## config.mk

```make
export PLATFORM = sky130hd
export DESIGN_NAME = axi_dma_rd
export DESIGN_NICKNAME = d
export VERILOG_FILES = /design/src/rtl/axi_dma_pkg.sv /design/src/rtl/axi_dma_rd_fifo.sv /design/src/rtl/axi_dma_rd.sv
export SDC_FILE = /design/constraint.sdc
export NUM_CORES = 1
export LEC_CHECK = 0
export ABC_AREA = 1
export CAP_MARGIN = 20
export CELL_PAD_IN_SITES_DETAIL_PLACEMENT = 0
export CELL_PAD_IN_SITES_GLOBAL_PLACEMENT = 1
export CORE_MARGIN = 2
export CORE_UTILIZATION = 31
export CTS_CLUSTER_DIAMETER = 100
export DETAILED_ROUTE_END_ITERATION = 16
export PLACE_DENSITY_LB_ADDON = 0.1
export SLEW_MARGIN = 5
export SYNTH_ARGS = -nofsm -noshare
export SYNTH_HDL_FRONTEND = slang
export SYNTH_SLANG_ARGS = --single-unit
```

## constraint.sdc

```tcl
create_clock -name clk -period 2 [get_ports clk]
set_input_delay 0.6 -clock clk [delete_from_list [all_inputs] [get_ports clk]]
set_output_delay 0.6 -clock clk [all_outputs]
set_load 0.02 [all_outputs]
```

## src/rtl/axi_dma_pkg.sv

```systemverilog
// Shared constants, FSM encodings and helpers for the AXI DMA read and write masters.
package axi_dma_pkg;

    localparam int unsigned FIXED_BURST_SIZE = 256;

    localparam logic [2:0] SIZE_1B = 3'b000;
    localparam logic [2:0] SIZE_2B = 3'b001;
    localparam logic [2:0] SIZE_4B = 3'b010;
    localparam logic [2:0] SIZE_8B = 3'b011;

    localparam logic [1:0] BURST_FIXED = 2'b00;
    localparam logic [1:0] BURST_INCR  = 2'b01;

    localparam logic [1:0] RESP_OKAY   = 2'b00;
    localparam logic [1:0] RESP_EXOKAY = 2'b01;
    localparam logic [1:0] RESP_SLVERR = 2'b10;
    localparam logic [1:0] RESP_DECERR = 2'b11;

    localparam logic [3:0] QOS_MAX = 4'hF;

    typedef enum logic [1:0] {
        RD_IDLE  = 2'd0,
        RD_PRE   = 2'd1,
        RD_START = 2'd2,
        RD_SEQ   = 2'd3
    } rd_state_t;

    typedef enum logic [1:0] {
        WR_IDLE  = 2'd0,
        WR_PRE   = 2'd1,
        WR_START = 2'd2,
        WR_SEQ   = 2'd3
    } wr_state_t;

    // Beats in the next burst: the remaining count, capped at one full burst.
    function automatic logic [8:0] burst_len(input logic [31:0] remaining);
        if (remaining >= 32'(FIXED_BURST_SIZE)) begin
            return 9'(FIXED_BURST_SIZE);
        end
        return 9'(remaining);
    endfunction

endpackage

```

## src/rtl/axi_dma_rd_fifo.sv

```systemverilog
// Synchronous-read FIFO buffering R beats when AXI_DMA_RD_FIFO_EN is defined.
module axi_dma_rd_fifo #(
    parameter int unsigned depth = 16,
    parameter int unsigned width = 32
) (
    input  logic             clk,
    input  logic             rstn,
    input  logic             wr_en,
    input  logic [width-1:0] wr_data,
    input  logic             rd_en,
    output logic [width-1:0] rd_data,
    output logic             full,
    output logic             empty
);

    localparam int unsigned AW = $clog2(depth);

    logic [width-1:0] mem [depth];
    logic [AW-1:0]    wr_ptr;
    logic [AW-1:0]    rd_ptr;
    logic [AW:0]      count;
    logic             wr_ok;
    logic             rd_ok;

    assign full  = (count == (AW+1)'(depth));
    assign empty = (count == '0);
    assign wr_ok = wr_en && !full;
    assign rd_ok = rd_en && !empty;

    always_ff @(posedge clk) begin
        if (wr_ok) begin
            mem[wr_ptr] <= wr_data;
        end
    end

    always_ff @(posedge clk or negedge rstn) begin
        if (!rstn) begin
            wr_ptr  <= '0;
            rd_ptr  <= '0;
            count   <= '0;
            rd_data <= '0;
        end else begin
            if (wr_ok) begin
                wr_ptr <= wr_ptr + AW'(1);
            end
            if (rd_ok) begin
                rd_ptr  <= rd_ptr + AW'(1);
                rd_data <= mem[rd_ptr];
            end
            count <= count + (AW+1)'(wr_ok) - (AW+1)'(rd_ok);
        end
    end

endmodule

```

## src/rtl/axi_dma_rd.sv

```systemverilog
// AXI4 read DMA master: splits num_trans beats into INCR bursts of up to 256 and streams data out.
// Optional R-beat buffering is enabled by defining AXI_DMA_RD_FIFO_EN.
module axi_dma_rd
    import axi_dma_pkg::*;
#(
    parameter int unsigned OUT_BITS_TRANS = 13,
    parameter int unsigned AXI_WIDTH_ID   = 4,
    parameter int unsigned AXI_WIDTH_AD   = 32,
    parameter int unsigned AXI_WIDTH_DA   = 32
) (
    input  logic                      clk,
    input  logic                      rstn,

    output logic                      M_ARVALID,
    input  logic                      M_ARREADY,
    output logic [AXI_WIDTH_AD-1:0]   M_ARADDR,
    output logic [AXI_WIDTH_ID-1:0]   M_ARID,
    output logic [7:0]                M_ARLEN,
    output logic [2:0]                M_ARSIZE,
    output logic [1:0]                M_ARBURST,
    output logic [1:0]                M_ARLOCK,
    output logic [3:0]                M_ARCACHE,
    output logic [2:0]                M_ARPROT,
    output logic [3:0]                M_ARQOS,
    output logic [3:0]                M_ARREGION,
    output logic [3:0]                M_ARUSER,

    input  logic                      M_RVALID,
    output logic                      M_RREADY,
    input  logic [AXI_WIDTH_DA-1:0]   M_RDATA,
    input  logic [1:0]                M_RRESP,
    input  logic                      M_RLAST,
    input  logic [AXI_WIDTH_ID-1:0]   M_RID,
    input  logic                      M_RUSER,

    input  logic                      start_dma,
    input  logic [OUT_BITS_TRANS-1:0] num_trans,
    input  logic [AXI_WIDTH_AD-1:0]   start_addr,
    output logic                      done_o,

    output logic [AXI_WIDTH_DA-1:0]   outdata,
    output logic                      outdata_valid,
    input  logic                      outdata_ready,
    output logic                      fail_check
);

    rd_state_t                 state_q;
    rd_state_t                 state_d;
    logic [OUT_BITS_TRANS-1:0] num_q;
    logic [OUT_BITS_TRANS-1:0] issued_q;
    logic [AXI_WIDTH_AD-1:0]   addr_q;
    logic [8:0]                len_q;
    logic [7:0]                beat_q;
    logic                      arvalid_q;
    logic                      done_q;
    logic                      fail_q;

    logic                      done_set;
    logic                      beat_acc;
    logic                      last_beat;
    logic                      all_issued;
    logic                      drained;
    logic                      unused_r;

    // ID and user sideband are not needed on the read data path.
    assign unused_r = ^{M_RID, M_RUSER};

    assign M_ARVALID  = arvalid_q;
    assign M_ARADDR   = addr_q;
    assign M_ARLEN    = 8'(len_q - 9'd1);
    assign M_ARID     = '0;
    assign M_ARSIZE   = SIZE_4B;
    assign M_ARBURST  = BURST_INCR;
    assign M_ARLOCK   = 2'b00;
    assign M_ARCACHE  = 4'h0;
    assign M_ARPROT   = 3'h0;
    assign M_ARQOS    = QOS_MAX;
    assign M_ARREGION = 4'h0;
    assign M_ARUSER   = 4'h0;

    assign done_o     = done_q;
    assign fail_check = fail_q;

    assign beat_acc   = M_RVALID && M_RREADY;
    assign last_beat  = (beat_q == 8'(len_q - 9'd1));
    assign all_issued = (issued_q == num_q);

`ifdef AXI_DMA_RD_FIFO_EN
    logic fifo_full;
    logic fifo_empty;
    logic fifo_pop;
    logic ovalid_q;

    axi_dma_rd_fifo #(
        .depth (16),
        .width (AXI_WIDTH_DA)
    ) u_fifo (
        .clk     (clk),
        .rstn    (rstn),
        .wr_en   (beat_acc),
        .wr_data (M_RDATA),
        .rd_en   (fifo_pop),
        .rd_data (outdata),
        .full    (fifo_full),
        .empty   (fifo_empty)
    );

    assign M_RREADY      = !fifo_full && (state_q == RD_SEQ);
    assign fifo_pop      = !fifo_empty && (!ovalid_q || outdata_ready);
    assign outdata_valid = ovalid_q;
    assign drained       = fifo_empty && !ovalid_q;

    // Output stage valid: loaded on pop, held until the consumer takes it.
    always_ff @(posedge clk or negedge rstn) begin
        if (!rstn) begin
            ovalid_q <= 1'b0;
        end else begin
            ovalid_q <= fifo_pop || (ovalid_q && !outdata_ready);
        end
    end
`else
    assign M_RREADY      = outdata_ready && (state_q == RD_SEQ);
    assign outdata       = M_RDATA;
    assign outdata_valid = M_RVALID && (state_q == RD_SEQ);
    assign drained       = 1'b1;
`endif

    always_ff @(posedge clk or negedge rstn) begin
        if (!rstn) begin
            state_q <= RD_IDLE;
        end else begin
            state_q <= state_d;
        end
    end

    always_comb begin
        state_d  = state_q;
        done_set = 1'b0;
        case (state_q)
            RD_IDLE: begin
                if (start_dma) begin
                    state_d = RD_PRE;
                end
            end
            RD_PRE: begin
                if (!all_issued) begin
                    state_d = RD_START;
                end else if (drained) begin
                    state_d  = RD_IDLE;
                    done_set = 1'b1;
                end
            end
            RD_START: begin
                if (M_ARVALID && M_ARREADY) begin
                    state_d = RD_SEQ;
                end
            end
            RD_SEQ: begin
                if (beat_acc && last_beat) begin
                    state_d = RD_PRE;
                end
            end
            default: state_d = RD_IDLE;
        endcase
    end

    // Transfer bookkeeping; the burst ends on the beat count, RLAST is only checked.
    always_ff @(posedge clk or negedge rstn) begin
        if (!rstn) begin
            num_q     <= '0;
            issued_q  <= '0;
            addr_q    <= '0;
            len_q     <= '0;
            beat_q    <= '0;
            arvalid_q <= 1'b0;
            done_q    <= 1'b0;
            fail_q    <= 1'b0;
        end else begin
            done_q <= done_set;
            fail_q <= beat_acc && ((M_RRESP != RESP_OKAY) || (M_RLAST != last_beat));
            case (state_q)
                RD_IDLE: begin
                    if (start_dma) begin
                        num_q    <= num_trans;
                        addr_q   <= start_addr;
                        issued_q <= '0;
                    end
                end
                RD_PRE: begin
                    if (!all_issued) begin
                        len_q     <= burst_len(32'(num_q - issued_q));
                        beat_q    <= '0;
                        arvalid_q <= 1'b1;
                    end
                end
                RD_START: begin
                    if (M_ARREADY) begin
                        arvalid_q <= 1'b0;
                    end
                end
                RD_SEQ: begin
                    if (beat_acc) begin
                        if (last_beat) begin
                            issued_q <= issued_q + OUT_BITS_TRANS'(len_q);
                            addr_q   <= addr_q + AXI_WIDTH_AD'({len_q, 2'b00});
                        end else begin
                            beat_q <= beat_q + 8'd1;
                        end
                    end
                end
                default: ;
            endcase
        end
    end

endmodule

```

==> results of run 1 <==
cells in the mapped netlist:
| cell type | number | share of area |
|---|---|---|
| and2_1 | 3 | 0.0024 |
| buf_1 | 1 | 0.00048 |
| xor2_1 | 18 | 0.020 |
| nand2b_1 | 1 | 0.00080 |
| nand2_1 | 431 | 0.21 |
| buf_4 | 67 | 0.064 |
| nand2_2 | 9 | 0.0072 |
| o21ai_0 | 12 | 0.0077 |
| a31oi_1 | 5 | 0.0040 |
| a21boi_0 | 1 | 0.00096 |
| dfrtp_1 | 80 | 0.26 |
| o22ai_1 | 1 | 0.00080 |
| buf_6 | 9 | 0.013 |
| xnor2_1 | 4 | 0.0045 |
| a21oi_1 | 22 | 0.014 |
| a21o_1 | 1 | 0.00096 |
| nand3b_1 | 7 | 0.0067 |
| nand4_1 | 29 | 0.023 |
| nand3_2 | 48 | 0.062 |
| nor2_4 | 3 | 0.0043 |
| conb_1 | 2 | 0.00096 |
| inv_2 | 3 | 0.0014 |
| o31ai_1 | 1 | 0.00096 |
| or2_2 | 7 | 0.0056 |
| nor2_2 | 7 | 0.0056 |
| nor3_1 | 10 | 0.0064 |
| o21a_1 | 2 | 0.0019 |
| nand4_4 | 1 | 0.0027 |
| fa_1 | 3 | 0.0077 |
| clkbuf_1 | 12 | 0.0058 |
| buf_2 | 3 | 0.0019 |
| o21bai_1 | 2 | 0.0019 |
| nand3_1 | 132 | 0.085 |
| nand2_4 | 3 | 0.0043 |
| ha_1 | 37 | 0.059 |
| nand4_2 | 1 | 0.0016 |
| clkinv_1 | 2 | 0.00096 |
| o21ai_4 | 1 | 0.0021 |
| nor3b_1 | 1 | 0.00096 |
| inv_1 | 138 | 0.066 |
| nor2_1 | 74 | 0.036 |
path summary, 6_finish.rpt:
| check | start | endpoint | slack [ns] | cells after the start |
|---|---|---|---|---|
| worst max register to register | len_q[0] | M_ARADDR[11] | -0.18 | 16 |
| worst min-delay path | rstn | M_ARADDR[15] | 0.10 | 1 |
| worst max-delay path | len_q[2] | M_ARLEN[5] | -0.20 | 7 |
| worst min register to register | M_ARADDR[0] | M_ARADDR[0] | 0.49 | 2 |
| min in group clk | M_ARADDR[0] | M_ARADDR[0] | 0.49 | 2 |
| max in group asynchronous | rstn | M_ARADDR[2] | 1.32 | 2 |
through the flow:
step | TNS (ns) | hold slack (ns) | total power, mW
after floorplan | -0.001483 | 0.3044 | 8.896
final | -7.635 | 0.1026 | 17.72
after detailed placement | -18.41 | 0.4741 | 13.57
after global placement | -17.44 | 0.4711 | 13.49
after global routing | -15.38 | 0.1090 | 19.24
after CTS | -8.010 | 0.09758 | 16.59
sequential cells by signal, indices dropped and copies added (netlist names):
register / cells
len_q: 9
state_q: 2
fail_check: 1
done_o: 1
M_ARVALID: 1
beat_q: 8
num_q: 13
M_ARADDR: 32
issued_q: 13
cell type report:
class	count	share of cell area
Sequential cell	80	0.1750
Tap cell	330	0.03582
Multi-Input combinational cell	907	0.4707
Clock buffer	12	0.02225
Clock inverter	3	0.005645
Inverter	143	0.04700
Timing Repair Buffer	307	0.2436
power by group through the flow:
stage          Clock [mW]  Sequential (mW)  Combinational [mW]
3_5_place_dp            0             2.90                10.7
4_1_cts              1.96             2.91                11.7
6_report             1.90             2.98                12.8
5_1_grt              2.01             3.06                14.2
2_1_floorplan           0             3.20                5.70
3_3_place_gp            0             2.90                10.6
timing repair:
item                       in CTS  in global routing
setup buffers                  20                 13
pin swaps                      36                 49
gates cloned                    3                  1
resized for setup             162                118
hold buffers                    0                  0
setup endpoints to repair     100                 71
logic make-up (layout without fill, tap and decap cells):
family | after synthesis | in the layout | synth area share
and+or+nand+nor | 767 | 767 | 0.4610
buffers and inverters | 235 | 465 | 0.1544
DFF | 80 | 80 | 0.2565
AOI/OAI and AO/OA | 48 | 48 | 0.03543
adders and majority gates | 40 | 40 | 0.06701
xor gates and xnor gates | 22 | 22 | 0.02469
other | 2 | 30 | 0.0009622
metal layers:
metal | part of all wire | vias to the layer above | track usage | routed length, um
met5 | 0 | - | 0 | 0
li1 | - | 4212 | - | -
met3 | 0.027 | 18 | 0.02241 | 718
met4 | 0.012 | 0 | 0.04304 | 309
met1 | 0.49 | 3744 | 0.2825 | 12960
met2 | 0.47 | 122 | 0.3319 | 12430
==> impl_metrics.env, run 1 <==
export IMPL_grt_first_pass_wirelength_mm=41.46
export IMPL_synth_cell_types=41
export IMPL_peakVddDrop_uv=714.4
export IMPL_fin_area_sq_um=11530
export IMPL_synth_avg_cell_area_sq_um=6.537
export IMPL_pre_cts_slack_ns=-0.3775
export IMPL_dpl_cell_area_sq_um=10110
export IMPL_io_pin_count=198
export IMPL_power_switching_mw=8.421
export IMPL_clk_latency_ns=0.35
export IMPL_track_usage=0.2007
export IMPL_grt_pass1_vias=7773
export IMPL_final_common_cell="nand2_1"
export IMPL_crit_arrival_ns=1.60
export IMPL_antenna_cells=0
export IMPL_p_comb_frac=0.725
export IMPL_ys_ff_latch=80
export IMPL_die_area_sq_um=26460
export IMPL_drt_iter0_markers=344
export IMPL_clock_sinks=80
export IMPL_die_x_um=162.7
export IMPL_syn_to_final_growth_pct=47.68
export IMPL_path_class="flip-flop to output pin"
export IMPL_tritoncts="done"
export IMPL_io_buffers=98
export IMPL_ys_seq_area_frac=0.2565
export IMPL_slew_viol_final=0
export IMPL_fillerInstances=2683
export IMPL_numCtsBuffers=9
export IMPL_crit_top_cell="buf_6"
export IMPL_power_per_cell_area_nw_per_um2=1538
export IMPL_cts_buffer_depth=2
export IMPL_cp_max_fo=4
export IMPL_drt_wl_total_mm=26.41
export IMPL_status="finished with violations"
export IMPL_register_area_sq_um=2017
export IMPL_power_internal_mw=9.302
export IMPL_p_seq_frac=0.168
export IMPL_p_clk_frac=0.107
export IMPL_h_tree_depth=3
export IMPL_design_core_area_sq_um=24960
export IMPL_grt_max_degree=48
export IMPL_layout_common_cells="391 x nand2_1, 169 x buf_4, 116 x inv_1, 108 x nand3_1, 68 x dfrtp_1"
export IMPL_hpwl_mm=19.49
export IMPL_initial_utilization=0.3127
export IMPL_ant_nets=0
export IMPL_period_share=1.098
export IMPL_critPathSlowestCell="dfrtp_2"
export IMPL_gr_total_overflow=0
export IMPL_fin_ws_ns=-0.1955
export IMPL_min_path_type="primary input to asynchronous set/reset pin"
export IMPL_critical_path_required_ns=1.40
export IMPL_drv_cap=0
export IMPL_hold_violations=0
export IMPL_path_delay_family="flip-flops"
export IMPL_rows=58
export IMPL_avgRoutedWirePerCell_um=14.82
export IMPL_layout_drive_gt1_share=0.3182
export IMPL_fin_cells=1782
export IMPL_multi_input_area_sq_um=5425
export IMPL_crit_path_max_incr_delay_ns=0.47
export IMPL_vias_per_cell=4.543
export IMPL_skew_ns=0.008388
export IMPL_grt_antenna_before_repair=0
export IMPL_dp_cells=1732
export IMPL_end_kind="output pin"
export IMPL_nNetsFinal=1579
export IMPL_root_buffer="clkbuf_16"
export IMPL_rsz0062_at_grt="yes"
export IMPL_clkSlewWorstSetupHoldPaths_ns=0.07
export IMPL_syn_inst=1194
export IMPL_p_leak_nw=5.982
export IMPL_setup_violations=69
export IMPL_finalCriticalPeriod_ns=2.195
export IMPL_fmax_ghz=0.4555
export IMPL_crit_chain="nor2_4, buf_6, buf_6, nand4_1, nand2_1, inv_1, buf_6"
export IMPL_drtPass1Iterations=5
export IMPL_post_route_util=0.4617
export IMPL_cp_num_buf_inv=4
export IMPL_start_kind="flip-flop"
export IMPL_p_sw_frac=0.4751
export IMPL_routabilityCongestion=0.8706
export IMPL_netlist_area_sq_um=7805
export IMPL_violations="setup timing"
export IMPL_drc_errors=0
export IMPL_synth_warnings=0
export IMPL_vias=8096
export IMPL_die_y_um=162.7
(Power assumes the default switching activity.)
==> run 2: changes to the inputs <==
TNS_END_PERCENT = 50   (was unset)
==> run 2 against run 1 <==
The flow still finishes with violations (setup timing). Sequential power down 1%. Final cell count down 0.28%. Sequential share of layout area up 0.43 points. Total power down 4.2%. Global-route usage unchanged. Hold slack about the same. Via count down 0.78%. Combinational power down 5%. First-iteration DRC count up 13%. Maximum frequency up 2.1%. Clock skew down 0.00098 ns.
==> impl_metrics.env, run 2 (synthesized netlist as in run 1, its figures left out) <==
export IMPL_dp_cells=1732
export IMPL_gr_total_overflow=0
export IMPL_tritoncts="done"
export IMPL_cp_max_fo=43
export IMPL_finalCriticalPeriod_ns=2.150
export IMPL_layout_common_cells="402 x nand2_1, 174 x buf_4, 122 x inv_1, 112 x nand3_1, 68 x dfrtp_1"
export IMPL_rows=58
export IMPL_nNetsFinal=1574
export IMPL_crit_chain="inv_4, ha_4, buf_6, inv_2, nand2_2, nand2_2, nand2_2, buf_4, nand3_2, nor2_2, nand3_2, nor2_4, nand4_4, buf_12, nand3_1, nand2_1"
export IMPL_critPathSlowestCell="dfrtp_2"
export IMPL_fin_cells=1777
export IMPL_hpwl_mm=19.49
export IMPL_power_internal_mw=8.895
export IMPL_p_sw_frac=0.4762
export IMPL_routabilityCongestion=0.8706
export IMPL_skew_ns=0.007406
export IMPL_min_path_type="primary input to asynchronous set/reset pin"
export IMPL_violations="setup timing"
export IMPL_drc_errors=0
export IMPL_crit_arrival_ns=2.39
export IMPL_peakVddDrop_uv=702.9
export IMPL_grt_antenna_before_repair=0
export IMPL_crit_top_cell="nand2_2"
export IMPL_h_tree_depth=3
export IMPL_die_area_sq_um=26460
export IMPL_root_buffer="clkbuf_16"
export IMPL_antenna_cells=0
export IMPL_design_core_area_sq_um=24960
export IMPL_initial_utilization=0.3127
export IMPL_period_share=1.075
export IMPL_start_kind="flip-flop"
export IMPL_die_y_um=162.7
export IMPL_vias_per_cell=4.521
export IMPL_layout_drive_gt1_share=0.2944
export IMPL_grt_first_pass_wirelength_mm=41.45
export IMPL_rsz0062_at_grt="yes"
export IMPL_p_leak_nw=5.901
export IMPL_fmax_ghz=0.4650
export IMPL_avgRoutedWirePerCell_um=14.58
export IMPL_status="finished with violations"
export IMPL_fin_ws_ns=-0.1504
export IMPL_drt_wl_total_mm=25.91
export IMPL_drt_iter0_markers=387
export IMPL_path_class="flip-flop to flip-flop"
export IMPL_p_clk_frac=0.111
export IMPL_ant_nets=0
export IMPL_clk_latency_ns=0.35
export IMPL_clock_sinks=80
export IMPL_end_kind="flip-flop"
export IMPL_slew_viol_final=0
export IMPL_p_seq_frac=0.173
export IMPL_drtPass1Iterations=5
export IMPL_crit_path_max_incr_delay_ns=0.44
export IMPL_grt_max_degree=48
export IMPL_setup_violations=66
export IMPL_vias=8033
export IMPL_track_usage=0.2007
export IMPL_die_x_um=162.7
export IMPL_register_area_sq_um=2017
export IMPL_fillerInstances=2700
export IMPL_clkSlewWorstSetupHoldPaths_ns=0.07
export IMPL_final_common_cell="nand2_1"
export IMPL_power_switching_mw=8.085
export IMPL_pre_cts_slack_ns=-0.3775
export IMPL_path_delay_family="simple AND/OR/NAND/NOR gates"
export IMPL_syn_to_final_growth_pct=44.10
export IMPL_hold_violations=0
export IMPL_io_pin_count=198
export IMPL_largest_reg_flops=32
export IMPL_cts_buffer_depth=2
export IMPL_io_buffers=98
export IMPL_drv_cap=0
export IMPL_power_per_cell_area_nw_per_um2=1510
export IMPL_cp_num_buf_inv=5
export IMPL_grt_pass1_vias=7794
export IMPL_post_route_util=0.4505
export IMPL_multi_input_area_sq_um=5238
export IMPL_p_comb_frac=0.715
export IMPL_critical_path_required_ns=2.24
export IMPL_reg2reg_slack_ns=-0.15
export IMPL_numCtsBuffers=9
## run 2: cell types whose count changed in the layout (fill, tap and decap cells not counted), sizes merged
cell           delta
buf               -6
clkdlybuf4s15     +1
clkinv            +1
inv               -1
## run 2: metal layers
metal,vias up,GRT usage,part of all wire
li1,4205,-,-
met1,3679,0.2820,0.49
met2,127,0.3298,0.46
met3,22,0.02241,0.029
met4,0,0.04867,0.015
met5,-,0,0
## run 2: what timing repair did
| item | in CTS | in global routing |
|---|---|---|
| pin swaps | 37 | 25 |
| gates resized for setup | 156 | 67 |
| setup buffers | 20 | 7 |
| endpoints found under the setup margin | 100 | 71 |
| gates cloned | 3 | 1 |
| hold buffers | 0 | 0 |
## run 2: path summary, 6_finish.rpt
check                           startpoint            to  depth (start not counted)
max in group asynchronous             rstn   M_ARADDR[2]                          2
worst max register to register    len_q[0]  M_ARADDR[11]                         16
min in group clk                 num_q[10]     num_q[10]                          2
worst min-delay path                  rstn  M_ARADDR[15]                          1
worst max-delay path              len_q[0]  M_ARADDR[11]                         16
worst min register to register   num_q[10]     num_q[10]                          2
## run 2: worst reg2reg max path, delay by kind of cell, from the launching register on
kind | cells | cell delay, ns
flops | 1 | 0.44
buf+inv | 5 | 0.52
simple gates | 10 | 0.94
fa+ha+maj | 1 | 0.15
## run 2: cell type report
class / count / area share
multi-input combinational: 907 / 0.4657
timing repair buffer: 302 / 0.2416
sequential: 80 / 0.1793
inverter: 143 / 0.04806
tap: 330 / 0.03671
clock buffer: 12 / 0.02281
clock inverter: 3 / 0.005785
## run 2: stage by stage
stage | total power [mW] | setup TNS (ns) | hold slack, ns | area [sq um]
2_1_floorplan | 8.896 | -0.001483 | 0.3044 | 7938
3_3_place_gp | 13.49 | -17.44 | 0.4711 | 10110
3_5_place_dp | 13.57 | -18.41 | 0.4741 | 10110
4_1_cts | 16.53 | -8.120 | 0.09758 | 10940
5_1_grt | 18.52 | -15.20 | 0.1090 | 11250
6_report | 16.98 | -6.517 | 0.1029 | 11250
## run 2: power by group through the flow
stage	Sequential [mW]	Clock [mW]	Combinational, mW
floorplan	3.20	0	5.70
global placement	2.90	0	10.6
detailed placement	2.90	0	10.7
CTS	2.89	1.96	11.7
global route	3.03	2.01	13.5
finish	2.94	1.89	12.1
